`src/rtl/echo_distance_meter.sv`:
```
// -----------------------------------------------------------------------------
// echo_distance_meter
//
// Receive side of an ultrasonic ranging interface. A start pulse arms one
// measurement. The block then waits for a rising edge on the sensor echo pin.
// It counts how many clk cycles the echo stays high and converts that count to
// whole centimetres with a prescaler, so no divider is needed. The result is
// either a valid distance or a timeout.
//
// Ports
//   clk          system clock
//   rst          asynchronous, active-high reset
//   start        single-cycle pulse that arms one measurement
//   echo         raw, asynchronous echo pin from the sensor
//   distance_cm  last valid distance in cm; holds between measurements
//   valid        one-cycle pulse when distance_cm has been updated
//   timeout      one-cycle pulse when a measurement is abandoned
//   busy         high while a measurement is armed or in progress
// -----------------------------------------------------------------------------
module echo_distance_meter #(
    parameter int CYCLES_PER_CM  = 2900,
    parameter int MAX_CM         = 400,
    parameter int TIMEOUT_CYCLES = 1900000,
    parameter int DIST_W         = 9
) (
    input  logic              clk,
    input  logic              rst,
    input  logic              start,
    input  logic              echo,
    output logic [DIST_W-1:0] distance_cm,
    output logic              valid,
    output logic              timeout,
    output logic              busy
);

    localparam int PRE_W  = (CYCLES_PER_CM > 1)  ? $clog2(CYCLES_PER_CM)  : 1;
    localparam int WAIT_W = (TIMEOUT_CYCLES > 1) ? $clog2(TIMEOUT_CYCLES) : 1;

    localparam logic [PRE_W-1:0]  PRE_LAST  = PRE_W'(CYCLES_PER_CM - 1);
    localparam logic [WAIT_W-1:0] WAIT_LAST = WAIT_W'(TIMEOUT_CYCLES - 1);
    localparam logic [DIST_W-1:0] CM_MAX    = DIST_W'(MAX_CM);

    typedef enum logic [1:0] {
        IDLE    = 2'd0,
        ARMED   = 2'd1,
        MEASURE = 2'd2
    } state_t;

    state_t state_q, state_d;

    // Echo conditioning: two synchronizer stages, then one extra delay stage
    // (echo_dly_q) used only for edge detection.
    logic echo_meta_q, echo_meta_d;
    logic echo_s_q,    echo_s_d;
    logic echo_dly_q,  echo_dly_d;

    logic [WAIT_W-1:0] wait_cnt_q,  wait_cnt_d;
    logic [PRE_W-1:0]  prescaler_q, prescaler_d;
    logic [DIST_W-1:0] cm_cnt_q,    cm_cnt_d;
    logic [DIST_W-1:0] distance_q,  distance_d;
    logic              valid_q,     valid_d;
    logic              timeout_q,   timeout_d;
    logic              busy_q,      busy_d;

    logic rise;
    logic fall;

    assign rise = echo_s_q & ~echo_dly_q;
    assign fall = ~echo_s_q & echo_dly_q;

    always_comb begin
        echo_meta_d = echo;
        echo_s_d    = echo_meta_q;
        echo_dly_d  = echo_s_q;

        state_d     = state_q;
        wait_cnt_d  = wait_cnt_q;
        prescaler_d = prescaler_q;
        cm_cnt_d    = cm_cnt_q;
        distance_d  = distance_q;
        valid_d     = 1'b0;
        timeout_d   = 1'b0;

        case (state_q)
            IDLE: begin
                if (start) begin
                    state_d    = ARMED;
                    wait_cnt_d = '0;
                end
            end

            ARMED: begin
                // Only a fresh edge starts a measurement. An echo that was
                // already high at arming has to fall and rise again first.
                if (rise) begin
                    state_d     = MEASURE;
                    prescaler_d = PRE_W'(1);  // the rise cycle itself is high
                    cm_cnt_d    = '0;
                    wait_cnt_d  = '0;
                end else if (wait_cnt_q == WAIT_LAST) begin
                    state_d   = IDLE;
                    timeout_d = 1'b1;
                end else begin
                    wait_cnt_d = wait_cnt_q + 1'b1;
                end
            end

            MEASURE: begin
                // A fall takes priority over the timeout check in the same cycle.
                // The fall cycle has echo_s low, so it adds nothing to the count.
                if (fall) begin
                    state_d    = IDLE;
                    distance_d = cm_cnt_q;
                    valid_d    = 1'b1;
                end else if (echo_s_q) begin
                    if (wait_cnt_q == WAIT_LAST) begin
                        state_d   = IDLE;
                        timeout_d = 1'b1;
                    end else begin
                        wait_cnt_d = wait_cnt_q + 1'b1;
                        if (prescaler_q == PRE_LAST) begin
                            prescaler_d = '0;
                            if (cm_cnt_q != CM_MAX) begin
                                cm_cnt_d = cm_cnt_q + 1'b1;
                            end
                        end else begin
                            prescaler_d = prescaler_q + 1'b1;
                        end
                    end
                end
            end

            default: state_d = IDLE;
        endcase

        // busy is registered from the next state so that it matches the
        // state register cycle for cycle.
        busy_d = (state_d == ARMED) || (state_d == MEASURE);
    end

    always_ff @(posedge clk or posedge rst) begin
        if (rst) begin
            state_q     <= IDLE;
            echo_meta_q <= 1'b0;
            echo_s_q    <= 1'b0;
            echo_dly_q  <= 1'b0;
            wait_cnt_q  <= '0;
            prescaler_q <= '0;
            cm_cnt_q    <= '0;
            distance_q  <= '0;
            valid_q     <= 1'b0;
            timeout_q   <= 1'b0;
            busy_q      <= 1'b0;
        end else begin
            state_q     <= state_d;
            echo_meta_q <= echo_meta_d;
            echo_s_q    <= echo_s_d;
            echo_dly_q  <= echo_dly_d;
            wait_cnt_q  <= wait_cnt_d;
            prescaler_q <= prescaler_d;
            cm_cnt_q    <= cm_cnt_d;
            distance_q  <= distance_d;
            valid_q     <= valid_d;
            timeout_q   <= timeout_d;
            busy_q      <= busy_d;
        end
    end

    assign distance_cm = distance_q;
    assign valid       = valid_q;
    assign timeout     = timeout_q;
    assign busy        = busy_q;

endmodule
```
`config.mk`:
```
export PLATFORM = sky130hd
export DESIGN_NAME = echo_distance_meter
export DESIGN_NICKNAME = d
export VERILOG_FILES = /design/src/rtl/echo_distance_meter.sv
export SDC_FILE = /design/constraint.sdc
export NUM_CORES = 1
export LEC_CHECK = 0
export BUFFER_PORTS_ARGS = -buffer_cell sky130_fd_sc_hd__clkbuf_2
export CAP_MARGIN = 20
export CORE_MARGIN = 3
export CORE_UTILIZATION = 60
export CTS_CLUSTER_SIZE = 8
export DETAILED_ROUTE_END_ITERATION = 7
export GPL_TIMING_DRIVEN = 1
export HOLD_SLACK_MARGIN = 0.1
export PLACE_DENSITY = 0.78
export SLEW_MARGIN = 15
export SYNTH_ARGS = -nofsm -noshare
export SYNTH_HDL_FRONTEND = slang
export SYNTH_SLANG_ARGS = --single-unit
```
`constraint.sdc`:
```
create_clock -name clk -period 3.65 [get_ports clk]
set_clock_uncertainty 0.1 [all_clocks]
set_input_delay 0.365 -clock clk [delete_from_list [all_inputs] [get_ports clk]]
set_output_delay 0.365 -clock clk [all_outputs]
set_load 0.005 [all_outputs]
```
* Yosys cells after proc, flatten, opt, wreduce, memory -nomap -nowiden *
Cells that the tools add are included.
Widths: inputs -> output; s select.

storage, ports and cells
  word-level logic and storage cells = 72
  output and inout bits = 12
  input bits = 4
  register bits = 59

cells by class
  eq/ne operators = 14
  bitwise operators = 4
  reduce and logical (&&, ||, !) cells = 8
  mux-type cells = 32
  add/subtract/negate cells = 3

operators with widths
  kind                   number
  $mux 21                5
  $pmux 21 s3            1
  $mux 12                5
  $mux 9                 6
  $pmux 12 s2            1
  $add 21x1->21 const B  1
  $eq 21x21->1 const B   1
  $pmux 9 s2             1
  $ne 2x2->1 const B     7
  $add 12x1->12 const B  1
  $eq 12x12->1 const B   1
  $mux 2                 5
  $add 9x1->9 const B    1
  $ne 9x9->1 const B     1
  $reduce_and 7->1       1
  $mux 1                 6
  $pmux 2 s3             1
  $reduce_and 5->1       1
  $eq 2x1->1 const B     2
  $eq 2x2->1 const B     2
  $reduce_and 4->1       1
  $reduce_bool 3->1      1
  $and 1x1->1            2
  $logic_not 2->1        1
  other kinds (5)        6

* Depth between registers and ports, before layout *
Gate-level depths: netlist of run 1.

  word-level depth = 7
  mapped depth = 9
  depth with buffers taken out = 7

* Worst setup path after synthesis of run 1 *
OpenSTA, ideal clock, no wires.

  path kind = reg-to-reg
  from = register state_q[1]
  to = register wait_cnt_q[14]
  path slack = 1189 ps
  stages on the path, launching flop included = 10
  clock period less this slack = 2461 ps
  required time = 3425 ps
  buffers on the path = 2
  arrival time = 2236 ps
  library setup time = 125 ps
  cells stage by stage = dfrtp_1 > inv_1 > ha_1 > nor2b_1 > or3_1 > buf_2 > a21o_1 > clkbuf_1 > nor4_1 > mux2_2

on the way
  word-level cells in the longest chain between the ends = 3
  elaborated cells between the ends (all ways) = 9
  those cells by class = eq/ne (5); mux (1); reduce/logical (3)

ends and longest elaborated chain
  what                                                              RTL line  RTL
  start: declaration                                                49        state_t state_q, state_d;
  start signal: assignment                                          155       state_q <= state_d;
  $eq 2x2->1 (tied with other cells)                                84        case (state_q)
  $ne 2x2->1 (no line) / $reduce_bool 3->1 (equally long branches)  --
  $reduce_and 4->1 (no line)                                        --
  end signal: assignment                                            159       wait_cnt_q <= wait_cnt_d;
  end: declaration                                                  57        logic [WAIT_W-1:0] wait_cnt_q, wait_cnt_d;

Parallel ways exist; a longest one is shown, timed or not.
A chain may end at the register's enable or synchronous reset.

* Worst setup path after layout of run 1 *
  from = register state_q[0]
  to = register wait_cnt_q[16]

Same word-level chain as after synthesis.

==> flow_summary.json, run 1 <==
{
  "status": "complete, no violations",
  "die_w_um": 79.29,
  "start_kind": "register",
  "dp_hpwl_um": 4688,
  "h-tree-depth": 3,
  "start_util": 0.6271,
  "p_leak_uw": 0.001553,
  "p_int_uw": 1259,
  "worst_setup_path_end_kind": "register",
  "reg2regPathDepth": 7,
  "grt_pass1_wl_um": 11990,
  "finalCritPeriodShare": 0.7583,
  "clock_latency_ns": 0.34,
  "finalWirelength_um": 6876,
  "synth-seq-cells": 59,
  "root_buffer": "clkbuf_8",
  "grt_max_degree": 45,
  "ys_seq_area_frac": 0.4581,
  "drc": 0,
  "yosysWarnings": 0,
  "syn_inst": 333,
  "comb_power_share": 0.302,
  "fin_ws_ns": 0.8821,
  "num_rows": 26,
  "placed_cell_area_um2": 3348,
  "diodes": 0,
  "cts_tree": "built",
  "grt-ovfl-total": 0,
  "netlist_area_um2": 3223,
  "powerDensity_nw_per_um2": 547.1,
  "finalSetupTns_ns": 0,
  "async_flop_share": 1.000,
  "clk_path_buf_depth": 2,
  "wire_per_inst_um": 16.18,
  "dieArea_um2": 6287,
  "area.growth.synth_to_final_pct": 10.33,
  "synth-edff-count": 0,
  "swShare": 0.3529,
  "clkPwrFrac": 0.299,
  "p_sw_uw": 686.6,
  "ant_nets": 0,
  "ios": 16,
  "final_layout_size_suffix_gt1_frac": 0.1380,
  "n_fill_cell": 422,
  "setup_viol": 0,
  "first_iter_violations": 172,
  "hold_viol": 0,
  "clock-sinks": 59,
  "clk_pin_slew_ns": 0.06,
  "slew_headroom": 0.3065,
  "ys_types": 51,
  "vias": 2633,
  "pre_cts_ws_ns": 0.9183,
  "p_seq_frac": 0.399,
  "die_h_um": 79.29,
  "critPathMaxFanout": 13,
  "vias_per_cell": 6.195,
  "fin_area_um2": 3556,
  "cap_violations": 0,
  "vdd_drop_max_mv": 0.2568,
  "fmax_ghz": 0.3613,
  "fin_crit_ns": 2.768,
  "ys.flop_type": "dfrtp_1",
  "drt_pre_antenna_iters": 5,
  "rsz0062_at_grt": "false",
  "path_class": "reg2reg",
  "fp.coreArea_um2": 5140,
  "gp_congestion": 0.9165,
  "io_buffers": 15,
  "antenna_found_initial": 0,
  "grtUsageTotal": 0.2451,
  "finalNetCount": 364,
  "timing.hold.ws_ns": 0.1012,
  "synth.avg_cell_area_um2": 9.679,
  "worstPathRequired_ns": 3.78,
  "worstMarginPinSlew_ns": 1.038,
  "numCtsBuffers": 9,
  "worst_hold_path_type": "in2async",
  "synth_nets": 346,
  "grt_pass1_vias": 2571,
  "slew_violations": 0,
  "cp.arrival_ns": 2.90
}
## stage by stage
stage | total power [uW] | utilization | cells
6_report | 1946 | 0.6918 | 425
5_1_grt | 2082 | 0.6918 | 425
4_1_cts | 1961 | 0.6918 | 425
3_5_place_dp | 1378 | 0.6514 | 409
3_3_place_gp | 1355 | 0.6514 | 409
2_1_floorplan | 1239 | - | 333
## per-layer routing
layer	vias to the layer above	share of wire	global-route usage
met4	0	0.018	0.1100
met2	50	0.52	0.4209
met1	1295	0.44	0.2972
li1	1275	-	-
met5	-	0	0
met3	13	0.027	0.04875
## critical path, cell delays in order (launching register included)
cell     delay, ns
dfrtp_1       0.43
inv_1         0.09
ha_1          0.33
nor2b_1       0.22
or3_1         0.47
a21o_1        0.31
nor4_1        0.33
mux2_2        0.37
## synthesized netlist by cell type (all sizes together), types with 5 or more instances
master  count  area share
ha          9       0.035
nor2       27       0.031
xor2        7       0.019
and2        7       0.014
nand2b      5      0.0097
inv         9       0.010
dfrtp      59        0.46
o31ai       9       0.021
nand2      24       0.028
nand3      17       0.026
and3       10       0.019
o21ai      21       0.033
xnor2       6       0.016
clkbuf      5      0.0058
nor2b       8       0.016
mux2       11       0.038
or4         9       0.021
a21oi      11       0.017
a31oi       9       0.017
nand4      11       0.021
a211oi      5       0.012
buf         7       0.013
nor4        5       0.012
## power groups by stage
stage          clock, uW  combinational [uW]  sequential, uW
2_1_floorplan          0                 463             776
3_3_place_gp           0                 571             784
3_5_place_dp           0                 591             787
4_1_cts              592                 594             775
5_1_grt              623                 674             786
6_report             582                 587             777
## final cells by class
type | instances | area [um^2] | area share
well taps | 70 | 87.58 | 0.02463
clock inverters | 1 | 5.005 | 0.001407
flip-flops and latches | 59 | 1476 | 0.4152
repair buffers | 19 | 107.6 | 0.03026
inverters | 9 | 33.78 | 0.009500
clock buffers | 14 | 192.7 | 0.05419
multi-input cells | 253 | 1653 | 0.4648
## flip-flops by register name (all words and copies together), names as in the netlist
name and count:
prescaler_q 12, timeout 1, echo_dly_d 1, wait_cnt_q 21, valid 1, echo_dly_q 1
state_q 2, echo_meta_q 1, busy 1, cm_cnt_q 9, distance_cm 9
## cells in the final DEF, fill, tap and decap left out, types with 7 or more instances in the layout
cell type  Yosys  final
a21oi_1       11     11
a31oi_1        9      9
and2_1         7      7
and3_1        10     10
clkbuf_2       0     15
clkbuf_8       0     14
dfrtp_1       59     59
ha_1           9      9
inv_1          9      8
mux2_2        11     11
nand2_1       24     24
nand3_1       17     17
nand4_1       11     11
nor2_1        27     27
nor2b_1        8      8
o21ai_0       21     21
o31ai_1        9      9
or4_1          9      9
xor2_1         7      7
## kinds of logic (layout without fill, tap and decap cells)
family / Yosys count / after routing / synth area share
multiplexers: 13 / 13 / 0.04464
AO/OA/AOI/OAI: 75 / 75 / 0.1510
adder cells (fa/ha/maj): 9 / 9 / 0.03494
XOR/XNOR: 13 / 13 / 0.03533
AND/OR/NAND/NOR: 143 / 143 / 0.2469
flip-flops: 59 / 59 / 0.4581
buffers and inverters: 21 / 43 / 0.02911
## timing repair
item / in CTS / in global routing
setup buffers: 0 / 0
hold buffers: 1 / 0
hold endpoints to repair: 1 / 0
gates resized for setup: 0 / 0
## final timing paths
kind	start	to	slack, ns
max in group asynchronous	rst	distance_cm[3]	2.60
min in group clk	echo_meta_q	echo_dly_d	0.26
worst min register to register	echo_meta_q	echo_dly_d	0.26
worst max register to register	state_q[0]	wait_cnt_q[16]	0.88
worst max-delay path	state_q[0]	wait_cnt_q[16]	0.88
worst min-delay path	rst	wait_cnt_q[17]	0.10
(Power assumes the default switching activity.)
==> run 2: changes to the inputs <==
--- a/config.mk
+++ b/config.mk
@@ -8,12 +8,12 @@
 export BUFFER_PORTS_ARGS = -buffer_cell sky130_fd_sc_hd__clkbuf_2
 export CAP_MARGIN = 20
 export CORE_MARGIN = 3
-export CORE_UTILIZATION = 60
+export CORE_UTILIZATION = 55
 export CTS_CLUSTER_SIZE = 8
 export DETAILED_ROUTE_END_ITERATION = 7
 export GPL_TIMING_DRIVEN = 1
 export HOLD_SLACK_MARGIN = 0.1
-export PLACE_DENSITY = 0.78
+export PLACE_DENSITY = 0.76
 export SLEW_MARGIN = 15
 export SYNTH_ARGS = -nofsm -noshare
 export SYNTH_HDL_FRONTEND = slang
==> constraint.sdc (replaced) <==
create_clock -name clk -period 2.5 [get_ports clk]
set_clock_uncertainty 0.1 [all_clocks]
set_input_delay 0.25 -clock clk [delete_from_list [all_inputs] [get_ports clk]]
set_output_delay 0.25 -clock clk [all_outputs]
set_load 0.005 [all_outputs]
==> flow_summary.json, run 2 (synthesized netlist as in run 1, its figures left out) <==
{
  "p_sw_uw": 1029,
  "vias_per_cell": 6.011,
  "placed_cell_area_um2": 3453,
  "dp_hpwl_um": 4872,
  "grt_max_degree": 33,
  "p_seq_frac": 0.374,
  "powerDensity_nw_per_um2": 811.0,
  "finalNetCount": 378,
  "finalCritPeriodShare": 0.9478,
  "p_int_uw": 1975,
  "grt-ovfl-total": 0,
  "start_util": 0.5782,
  "first_iter_violations": 115,
  "vdd_drop_max_mv": 0.4555,
  "finalWirelength_um": 6907,
  "max_stage_delay_ns": 0.42,
  "drt_pre_antenna_iters": 4,
  "comb_power_share": 0.340,
  "critPathMaxFanout": 5,
  "ios": 16,
  "path_class": "reg2reg",
  "largest_register": "wait_cnt_q",
  "diodes": 0,
  "worstPathRequired_ns": 2.65,
  "reg2regPathDepth": 7,
  "cap_violations": 0,
  "timing.hold.ws_ns": 0.1866,
  "dieArea_um2": 6815,
  "rr_startpoint": "state_q[1]",
  "vias": 2651,
  "antenna_found_initial": 0,
  "swShare": 0.3425,
  "worst_setup_path_end_kind": "register",
  "fin_area_um2": 3704,
  "fin_util": 0.6644,
  "slew_headroom": 0.5448,
  "worstMarginPinSlew_ns": 0.6818,
  "cp.arrival_ns": 2.52,
  "clock_latency_ns": 0.33,
  "die_w_um": 82.55,
  "reg_top3": "wait_cnt_q x21, prescaler_q x12",
  "rr_endpoint": "wait_cnt_q[17]",
  "fin_crit_ns": 2.370,
  "crit_chain": "inv_1 -> ha_1 -> nor2b_1 -> or3_4 -> a2111o_1 -> or3_1 -> a21oi_1",
  "clock-sinks": 59,
  "layout_common_cells": "59 x dfrtp_1, 27 x nor2_1, 24 x nand2_1",
  "io_buffers": 15,
  "start_kind": "register",
  "fmax_ghz": 0.4220,
  "worst_hold_path_type": "in2reg",
  "num_rows": 27,
  "die_h_um": 82.55,
  "setup_viol": 0,
  "clk_path_buf_depth": 2,
  "final_layout_size_suffix_gt1_frac": 0.1680,
  "slowest_stage": "a2111o_1",
  "cts_tree": "built",
  "status": "complete, no violations",
  "gp_congestion": 0.9299,
  "grt_pass1_wl_um": 11820,
  "hold_viol": 0,
  "area.growth.synth_to_final_pct": 14.91,
  "wire_per_inst_um": 15.66,
  "p_leak_uw": 0.001626,
  "root_buffer": "clkbuf_8",
  "ant_nets": 0,
  "reg2reg_slack_ns": 0.13,
  "final_common_cell": "dfrtp_1",
  "slew_violations": 0,
  "clk_pin_slew_ns": 0.06,
  "grt_pass1_vias": 2560,
  "grtUsageTotal": 0.2274,
  "h-tree-depth": 3,
  "numCtsBuffers": 9,
  "fp.coreArea_um2": 5574,
  "critPathCapture": "wait_cnt_q[17]",
  "largest_register_ffs": 21,
  "drc": 0,
  "clkPwrFrac": 0.285,
  "critPathLaunch": "state_q[1]"
}
## run 2: cell types whose count changed in the layout (fill, tap and decap cells not counted)
cell	change
buf_4	+12
clkbuf_8	-3
clkbuf_1	+2
a31o_2	-1
a31o_4	+1
buf_12	+1
bufinv_16	+1
dlygate4sd3_1	+1
nor4_1	-1
nor4_4	+1
or3_1	-1
or3_4	+1
## run 2: layout make-up
cell class              instances  area (um^2)
fillers                       455         1871
multi-input cells             253         1682
flip-flops and latches         59         1476
repair buffers                 33        227.7
clock buffers                  13        158.9
well taps                      72        90.09
clock inverters                 2        35.03
inverters                       9        33.78
## run 2: worst min-delay path by stage
stage / start / to / slack (ns) / cells after the start
2_1_floorplan: echo / echo_meta_q / 0.18 / 0
3_3_place_gp: echo_meta_q / echo_dly_d / 0.24 / 0
3_5_place_dp: echo_meta_q / echo_dly_d / 0.24 / 0
5_1_grt: start / state_q[0] / 0.21 / 5
4_1_cts: start / state_q[0] / 0.18 / 5
6_report: start / state_q[0] / 0.19 / 5
## run 2: stage by stage
step,cells,setup WS [ns],setup TNS (ns),power [uW]
after floorplan,333,0.03886,0,1808
after global placement,423,0.1814,0,2103
after detailed placement,423,0.1432,0,2135
after CTS,440,0.1058,0,3009
after global routing,441,-0.03179,-0.05897,3208
final,441,0.1305,0,3004
## run 2: layer usage
layer | vias to the layer above | GRT usage | share of wire
li1 | 1296 | - | -
met3 | 6 | 0.06833 | 0.028
met2 | 39 | 0.4079 | 0.52
met4 | 0 | 0.03758 | 0.0061
met5 | - | 0 | 0
met1 | 1310 | 0.2725 | 0.44
## run 2: timing repair
action | 4_1_cts | 5_1_grt
hold endpoints to repair | 31 | 0
setup buffers | 0 | 1
hold buffers | 2 | 0
setup endpoints to repair | 0 | 9
gates resized for setup | 0 | 4
## run 2: critical path, delay by kind of cell, from the launching register on
kind | cells | cell delay [ns]
adder cells (fa/ha/maj) | 1 | 0.22
flip-flops | 1 | 0.38
AND/OR/NAND/NOR | 3 | 0.91
buffers and inverters | 1 | 0.09
AO/OA/AOI/OAI | 2 | 0.58
## run 2: power by group through the flow
stage / Combinational, uW / Clock [uW] / Sequential (uW)
final: 1020 / 857 / 1120
after floorplan: 676 / 0 / 1130
after detailed placement: 998 / 0 / 1140
after global routing: 1140 / 932 / 1140
after global placement: 972 / 0 / 1130
after CTS: 1010 / 879 / 1120
